**src/rtl/dds_param_ctrl.sv**
```systemverilog
// Front-panel control for the DDS/PWM core: debounced keys and switches adjust the
// frequency control word, and a two-digit decimal entry FSM commits the PWM duty or amplitude.
module dds_param_ctrl #(
    parameter int               FCW_W    = 32,
    parameter logic [FCW_W-1:0] FCW_DEF  = 'h1000,
    parameter logic [FCW_W-1:0] FCW_MIN  = 'h0010,
    parameter logic [FCW_W-1:0] FCW_MAX  = 'h0100_0000,
    parameter logic [FCW_W-1:0] STEP_DEF = 'h0100,
    parameter int               DEB_CYC  = 250
) (
    input  logic             clk,
    input  logic             rstn,
    input  logic [4:0]       key,
    input  logic             sw12,
    input  logic             sw34,
    input  logic             sw_ok,
    input  logic             duty_sel,
    input  logic             sel_high,
    output logic [FCW_W-1:0] fcw,
    output logic [6:0]       duty,
    output logic [6:0]       amp,
    output logic             editing,
    output logic             param_upd
);
    localparam int               CW       = $clog2(DEB_CYC + 1);
    localparam logic [CW-1:0]    CNT_LAST = CW'(DEB_CYC - 1);
    // Idle levels: keys active-high, switches active-low.
    localparam logic [9:0]       SYNC_RST = 10'b00_111_00000;
    localparam logic [7:0]       DEB_RST  = 8'b111_00000;
    localparam logic [FCW_W-1:0] STEP_MAX = {1'b1, {(FCW_W-1){1'b0}}};
    localparam logic [FCW_W-1:0] STEP_MIN = {{(FCW_W-1){1'b0}}, 1'b1};

    typedef enum logic [1:0] {S_IDLE, S_EDIT, S_COMMIT} state_t;

    logic [9:0]       r_s1, r_s2;
    logic [CW-1:0]    r_cnt [8];
    logic [7:0]       r_deb, r_ev;
    logic             r_dsel_q;
    state_t           r_state, w_state_nxt;
    logic [3:0]       r_tens, r_ones, w_tens_nxt, w_ones_nxt;
    logic             w_commit;
    logic [FCW_W-1:0] r_fcw, r_step, w_fcw_nxt, w_step_nxt, w_step_app;
    logic [FCW_W+3:0] w_step_sh;
    logic [6:0]       r_duty, r_amp, w_tgt, w_val;
    logic             r_upd;
    logic             w_dsel, w_dsel_chg;

    function automatic logic [3:0] inc_digit(input logic [3:0] d);
        return (d == 4'd9) ? 4'd0 : d + 4'd1;
    endfunction

    assign w_dsel     = r_s2[8];
    assign w_dsel_chg = (w_dsel != r_dsel_q);

    always_ff @(posedge clk or negedge rstn) begin
        if (!rstn) begin
            r_s1     <= SYNC_RST;
            r_s2     <= SYNC_RST;
            r_dsel_q <= 1'b0;
            r_deb    <= DEB_RST;
            r_ev     <= '0;
            for (int i = 0; i < 8; i++) r_cnt[i] <= '0;
        end else begin
            r_s1     <= {sel_high, duty_sel, sw_ok, sw34, sw12, key};
            r_s2     <= r_s1;
            r_dsel_q <= w_dsel;
            for (int i = 0; i < 8; i++) begin
                r_ev[i] <= 1'b0;
                if (r_s2[i] == r_deb[i]) begin
                    r_cnt[i] <= '0;
                end else if (r_cnt[i] == CNT_LAST) begin
                    r_cnt[i] <= '0;
                    r_deb[i] <= r_s2[i];
                    r_ev[i]  <= (r_s2[i] != DEB_RST[i]);
                end else begin
                    r_cnt[i] <= r_cnt[i] + 1'b1;
                end
            end
        end
    end

    // Key actions: one per cycle in priority order, clamped with no wrap.
    always_comb begin
        w_step_sh  = {4'b0, r_step} << 4;
        w_step_app = r_step;
        if (r_s2[9])
            w_step_app = (w_step_sh > {4'b0, FCW_MAX}) ? FCW_MAX : w_step_sh[FCW_W-1:0];
        w_fcw_nxt  = r_fcw;
        w_step_nxt = r_step;
        if (r_ev[4]) begin
            w_fcw_nxt  = FCW_DEF;
            w_step_nxt = STEP_DEF;
        end else if (r_ev[0]) begin
            w_fcw_nxt = (w_step_app >= FCW_MAX - r_fcw) ? FCW_MAX : r_fcw + w_step_app;
        end else if (r_ev[1]) begin
            w_fcw_nxt = (w_step_app >= r_fcw - FCW_MIN) ? FCW_MIN : r_fcw - w_step_app;
        end else if (r_ev[2]) begin
            w_step_nxt = r_step[FCW_W-1] ? STEP_MAX : r_step << 1;
        end else if (r_ev[3]) begin
            w_step_nxt = (r_step == STEP_MIN) ? STEP_MIN : r_step >> 1;
        end
    end

    assign w_tgt = w_dsel ? r_amp : r_duty;
    assign w_val = 7'(r_tens) * 7'd10 + 7'(r_ones);

    always_comb begin
        w_state_nxt = r_state;
        w_tens_nxt  = r_tens;
        w_ones_nxt  = r_ones;
        w_commit    = 1'b0;
        case (r_state)
            S_IDLE: begin
                if (r_ev[5] || r_ev[6]) begin
                    w_state_nxt = S_EDIT;
                    w_tens_nxt  = r_ev[5] ? inc_digit(4'(w_tgt / 7'd10)) : 4'(w_tgt / 7'd10);
                    w_ones_nxt  = r_ev[6] ? inc_digit(4'(w_tgt % 7'd10)) : 4'(w_tgt % 7'd10);
                end
            end
            S_EDIT: begin
                if (w_dsel_chg) begin
                    w_state_nxt = S_IDLE;
                end else if (r_ev[7]) begin
                    w_state_nxt = S_COMMIT;
                end else begin
                    if (r_ev[5]) w_tens_nxt = inc_digit(r_tens);
                    if (r_ev[6]) w_ones_nxt = inc_digit(r_ones);
                end
            end
            S_COMMIT: begin
                w_commit    = 1'b1;
                w_state_nxt = S_IDLE;
            end
            default: w_state_nxt = S_IDLE;
        endcase
        if (r_ev[4]) begin
            w_state_nxt = S_IDLE;
            w_commit    = 1'b0;
        end
    end

    always_ff @(posedge clk or negedge rstn) begin
        if (!rstn) begin
            r_state <= S_IDLE;
            r_tens  <= '0;
            r_ones  <= '0;
        end else begin
            r_state <= w_state_nxt;
            r_tens  <= w_tens_nxt;
            r_ones  <= w_ones_nxt;
        end
    end

    always_ff @(posedge clk or negedge rstn) begin
        if (!rstn) begin
            r_fcw  <= FCW_DEF;
            r_step <= STEP_DEF;
            r_duty <= 7'd50;
            r_amp  <= 7'd99;
            r_upd  <= 1'b0;
        end else begin
            r_fcw  <= w_fcw_nxt;
            r_step <= w_step_nxt;
            r_upd  <= r_ev[4] || w_commit || (w_fcw_nxt != r_fcw);
            if (r_ev[4]) begin
                r_duty <= 7'd50;
                r_amp  <= 7'd99;
            end else if (w_commit) begin
                if (w_dsel) r_amp  <= w_val;
                else        r_duty <= (w_val == 7'd0) ? 7'd1 : w_val;
            end
        end
    end

    assign fcw       = r_fcw;
    assign duty      = r_duty;
    assign amp       = r_amp;
    assign editing   = (r_state == S_EDIT);
    assign param_upd = r_upd;
endmodule
```
**config.mk**
```make
export PLATFORM = sky130hd
export DESIGN_NAME = dds_param_ctrl
export DESIGN_NICKNAME = d
export VERILOG_FILES = /design/src/rtl/dds_param_ctrl.sv
export SDC_FILE = /design/constraint.sdc
export NUM_CORES = 1
export LEC_CHECK = 0
export CAP_MARGIN = 5
export CORE_MARGIN = 4
export CORE_UTILIZATION = 62
export CTS_CLUSTER_DIAMETER = 40
export CTS_CLUSTER_SIZE = 25
export DETAILED_ROUTE_END_ITERATION = 8
export GPL_TIMING_DRIVEN = 0
export PLACE_DENSITY = 0.81
export SLEW_MARGIN = 20
export SYNTH_ARGS = -nofsm -noshare
export SYNTH_HDL_FRONTEND = slang
export SYNTH_SLANG_ARGS = --single-unit
```
**constraint.sdc**
```tcl
create_clock -name clk -period 6.75 [get_ports clk]
set_clock_uncertainty 0.2 [all_clocks]
set_input_delay 1.35 -clock clk [delete_from_list [all_inputs] [get_ports clk]]
set_output_delay 1.35 -clock clk [all_outputs]
set_load 0.01 [all_outputs]
```
== Yosys cells after proc, flatten, opt, wreduce, memory -nomap -nowiden ==
Cells that the tools add are included.

* $add $sub $neg: 17
* Multiply operators: 1
* Divide/modulo/power cells: 2
* Magnitude comparators: 3
* Equal/unequal tests: 35
* Mux-type cells: 77
* Bitwise operators: 11
* Reduce and logical (&&, ||, !) cells: 23

{| class="wikitable"
|+ Operators by type and width
! kind !! count
|-
| $mux W32 || 13
|-
| $mux W8 || 16
|-
| $add A8 B1 Y8 const B || 8
|-
| $eq A8 B8 Y1 const B || 8
|-
| $ge A32 B32 Y1 || 2
|-
| $mux W4 || 14
|-
| $mux W7 || 8
|-
| $gt A36 B25 Y1 const B || 1
|-
| $add A32 B32 Y32 || 1
|-
| $eq A32 B1 Y1 const B || 1
|-
| $ne A32 B32 Y1 || 1
|-
| $sub A25 B32 Y32 const A || 1
|-
| $sub A32 B32 Y32 || 1
|-
| $sub A32 B5 Y32 const B || 1
|-
| $mux W31 || 1
|-
| $reduce_and A2 Y1 || 11
|-
| $mux W1 || 18
|-
| $add A4 B1 Y4 const B || 4
|-
| $eq A4 B4 Y1 const B || 4
|-
| $pmux W4 S2 || 2
|-
| $not A1 Y1 || 11
|-
| $ne A2 B1 Y1 const B || 5
|-
| $reduce_and A5 Y1 || 2
|-
| $eq A1 B1 Y1 || 8
|-
| other kinds (18) || 27
|}

* Flip-flop bits (word level): 190
* Input bits: 12
* Output and inout bits: 48
* Word-level logic and storage cells: 197

== Longest topological paths before layout ==
* Depth in word-level cells: 10
* Depth in mapped cells: 28
* Mapped depth without buffers: 26

== Worst setup path before layout ==
OpenSTA, ideal clock, no wires.

* Path kind: register to register
* From: register r_fcw[11], in the netlist fcw[11]
* To: register r_upd, in the netlist param_upd
* Library setup time: 0.141 ns
* Arrival: 5.668 ns
* Data required time: 6.409 ns
* Slack: 0.740 ns
* Cell stages (with the launch flop): 25
* Buffers on the path: 3
* Clock period less this slack: 6.010 ns
* Cells stage by stage: dfrtp_1 clkbuf_1 or4_1 nor3_1 nand3_1 or3_1 nor3_1 nand2_1 o21ai_1 nand3_1 xnor2_1 ha_1 nand4_1 nor2_1 a2111oi_2 o211ai_1 o21ai_2 buf_2 buf_1 a21oi_1 a32oi_1 o2111ai_1 a2111oi_0 and4_1 o2111ai_1

* Word-level cells in the longest chain between the ends: 8
* Elaborated cells on any way between the ends: 13
* Those cells by class: add/sub (4); order compare (2); eq/ne (1); mux (5); reduce/logical (1)

{| class="wikitable"
|+ RTL lines
! element !! line !! RTL
|-
| start: declaration || 42 || <nowiki>logic [FCW_W-1:0] r_fcw, r_step, w_fcw_nxt, w_step_nxt, w_step_app;</nowiki>
|-
| start signal: assignment || 162 || <nowiki>r_fcw <= w_fcw_nxt;</nowiki>
|-
| $sub A32 B5 Y32 || 96 || <nowiki>w_fcw_nxt = (w_step_app >= r_fcw - FCW_MIN) ? FCW_MIN : r_fcw - w_step_app;</nowiki>
|-
| $ge A32 B32 Y1 || 96 ||
|-
| $mux W32 || 96 ||
|-
| $mux W32 || 95 || <nowiki>end else if (r_ev[1]) begin</nowiki>
|-
| $mux W32 || 93 || <nowiki>end else if (r_ev[0]) begin</nowiki>
|-
| $mux W32 || 90 || <nowiki>if (r_ev[4]) begin</nowiki>
|-
| $ne A32 B32 Y1 (*) || 164 || <nowiki>r_upd <= r_ev[4] || w_commit || (w_fcw_nxt != r_fcw);</nowiki>
|-
| $logic_or A1 B1 Y1 (*) || 164 ||
|-
| end signal: assignment || 164 ||
|-
| end: declaration || 45 || <nowiki>logic r_upd;</nowiki>
|}

Every way passes the cells marked *; elsewhere a longest branch is shown, timed or not.
A chain may end at the register's enable or synchronous reset.

== Worst setup path after layout ==
* From: register r_fcw[10], in the netlist fcw[10]
* To: register r_upd, in the netlist param_upd

* Word-level cells in the longest chain between the ends: 8
* Elaborated cells on any way between the ends: 13
* Those cells by class: add/sub (4); order compare (2); eq/ne (1); mux (5); reduce/logical (1)

{| class="wikitable"
|+ RTL lines
! element !! line
|-
| $sub A32 B5 Y32 || 96
|-
| $ge A32 B32 Y1 || 96
|-
| $mux W32 || 96
|-
| $mux W32 || 95
|-
| $mux W32 (*) || 93
|-
| $mux W32 (*) || 90
|-
| via w_fcw_nxt[14] || 42
|-
| $ne A32 B32 Y1 (*) || 164
|-
| $logic_or A1 B1 Y1 (*) || 164
|}

Mark *: on every way through the listed nets, which the timed path passes. The rest lies on a longest branch.

==> out/metrics.yaml <==
ys_warn_count: 0
status: "complete, but fails checks"
whs_path_depth: 0
relSlewSlack: 0.1408
worstPathMaxFanout: 10
post-route-drc-count: 0
fin_cells: 2530
cts_max_level: 4
cts-root-buf: "clkbuf_16"
yosys-top-cells-count: "nor2_1 (239), nand2_1 (211), dfrtp_1 (172)"
antenna_found_initial: 1
synth_ff_type: "dfrtp_1"
dpl.cell_count: 2484
p_sw_frac: 0.2710
first_pass_iters: 9
grt_overflow_total: 0
power_frac_seq: 0.491
syn_area_um2: 16950
finalCoreUtilization: 0.7101
drive_gt1_frac: 0.09822
grt_max_degree: 103
dieHeight_um: 173.4
p_int_uw: 1741
synthTopCellsByArea: "dfrtp_1 (25%), ha_1 (11%), xnor2_1 (5.8%)"
initial_core_util: 0.6291
tritoncts: "done"
final_area_um2: 19140
tns_ns: -0.01578
drt-total-wl_um: 59290
cts_hold_buffers: 0
hold_path.class: "flip-flop to flip-flop"
synth.largest_area_cell: "dfrtp_1"
area_growth_syn_to_layout_pct: 12.89
drv_cap: 0
period_share: 1.002
worst_ep_arrival_time_ns: 6.87
place_congestion: 1.022
cp.required_ns: 6.85
place_ws_ns: -1.045
vias_per_cell: 6.751
place_hpwl_um: 44400
diodes: 0
rows: 60
setup-violations-final: 1
synth_edf_count: 0
async_reset_ff_frac: 1.000
synth_top_area_share: 0.2539
leakage_uw: 0.008297
end_kind: "flip-flop"
max_freq_mhz: 147.8
die_area_um2: 30050
powerDensity_nw_per_um2: 124.8
vdd_drop_max_mv: 0.1815
ios: 60
slew_violations: 0
fin_ws_ns: -0.01578
ys_seq_area_frac: 0.2818
grtUsageTotal: 0.3789
clock_power_share: 0.467
cts_sinks: 190
yosys_register_bits: 190
detailed_place.area_um2: 18010
r2r_start: "fcw[10]"
r2r_end: "param_upd"
reg2reg_depth: 24
clock_latency_ns: 0.46
io_buffers: 59
startpoint_type: "flip-flop"
worstMarginPinSlew_ns: 1.272
failed_checks: "negative setup slack"
p_sw_uw: 647.5
finalNetCount: 2345
worstHoldStart: "r_s1[5]"
period_minus_slack_ns: 6.766
worstHoldEndpoint: "r_s2[5]"
synth.most_common_cell: "nor2_1"
clk_pin_slew_worst_paths_ns: 0.09
syn_inst: 2083
pwr-share-comb: 0.041
ys_types: 94
worstSetupPathType: "flip-flop to flip-flop"
syn_area_per_cell_um2: 8.139
clk_path_buf_depth: 2
die_w_um: 173.4
dr_total_vias: 17080
grt_pass1_vias: 16360
ff2ff_setup_slack_ns: -0.02
hold_viol: 0
coreArea_um2: 26950
initialDrtViolationCount: 2084
numCtsBuffers: 17
fillers: 2078
detail-route-antenna-nets: 0
wl_per_cell_um: 23.43
synth_nets: 2252
grt_pass1_wl_um: 91090
[worst max-delay path by stage]
stage | startpoint | to | slack, ns | cells after the start
5_1_grt | fcw[10] | param_upd | -0.12 | 26
4_1_cts | fcw[9] | param_upd | 0.002 | 23
2_1_floorplan | fcw[11] | param_upd | 0.74 | 24
6_report | fcw[10] | param_upd | -0.02 | 24
3_3_place_gp | rstn | r_cnt[33] | -3.80 | 1
3_5_place_dp | fcw[4] | param_upd | -1.05 | 25
[state kept, by name, summed over array words and instances (netlist names)]
register / count
r_step: 32
duty: 7
fcw: 32
r_cnt: 64
r_tens: 4
r_ev: 8
amp: 7
r_s2: 10
r_state: 2
r_s1: 10
r_ones: 4
r_dsel_q: 1
param_upd: 1
r_deb: 8
[metal layers]
metal | vias to the layer above | part of all wire | wire length [um] | track usage
li1 | 7640 | - | - | -
met1 | 8188 | 0.40 | 23500 | 0.4932
met2 | 1020 | 0.46 | 27090 | 0.6195
met3 | 231 | 0.094 | 5558 | 0.06805
met4 | 2 | 0.053 | 3128 | 0.1699
met5 | - | 0.00022 | 13 | 0
[power groups by stage]
stage	sequential (uW)	combinational [uW]	clock [uW]
after global placement	1190	88.9	0
final	1170	98.4	1120
after CTS	1170	96.6	1120
after floorplan	1190	46.5	0
after detailed placement	1200	94.2	0
after global routing	1180	111	1160
[cells by family (layout without fill, tap and decap cells)]
kind of cell | count (synthesis) | after routing | share of synthesized area
simple gates | 814 | 814 | 0.2326
compound gates | 491 | 491 | 0.2059
buf+inv | 227 | 333 | 0.05336
flops | 190 | 190 | 0.2818
xor+xnor | 171 | 171 | 0.08834
fa+ha+maj | 157 | 157 | 0.1176
mux | 33 | 33 | 0.02037
[repair_timing]
item,in CTS,in global routing
pin swaps,6,16
cloned,0,0
setup buffers,4,16
gates resized for setup,44,48
endpoints found under the setup margin,7,1
[final cells by class]
cell class | instances | area [um^2] | area share
Buffer | 99 | 444.2 | 0.02321
Clock buffer | 17 | 425.4 | 0.02223
Clock inverter | 15 | 225.2 | 0.01177
Inverter | 122 | 457.9 | 0.02393
Multi-Input combinational cell | 1666 | 11600 | 0.6062
Sequential cell | 190 | 4783 | 0.2499
Tap cell | 341 | 426.7 | 0.02229
Timing Repair Buffer | 80 | 773.2 | 0.04040
[placed cells by master (no fill, tap or decap), drive strengths merged, types with 26 or more instances in the layout]
cell / count
a211oi: 31
a21oi: 114
a311oi: 33
buf: 55
clkbuf: 83
clkdlybuf4s50: 58
dfrtp: 172
ha: 153
inv: 128
nand2: 211
nand2b: 37
nand3: 54
nand4: 28
nor2: 240
nor2b: 26
nor3: 56
nor4: 27
o21ai: 90
or3: 50
xnor2: 113
xor2: 58
[critical path, stage by stage (launching register included)]
cell	delay, ns
dfrtp_1	0.44
clkbuf_4	0.23
or4_4	0.53
nor3_4	0.22
nand3_1	0.15
or3_4	0.41
nor3_4	0.17
nand2_1	0.13
o21ai_2	0.28
nand3_1	0.13
xnor2_1	0.18
ha_1	0.38
nand4_1	0.19
buf_4	0.21
o41ai_4	0.47
o21ai_2	0.13
buf_4	0.17
buf_4	0.13
nand2_2	0.21
o22ai_1	0.18
a2111oi_2	0.49
o2111ai_1	0.21
a2111oi_0	0.36
and4_1	0.28
o2111ai_1	0.13
[stage by stage]
step,total power (uW),hold slack (ns)
after floorplan,1238,0.1312
after global placement,1283,0.1322
after detailed placement,1290,0.1364
after CTS,2388,0.1518
after global routing,2452,0.1502
final,2389,0.1502
Note: power is estimated with default switching activity, not from simulation.
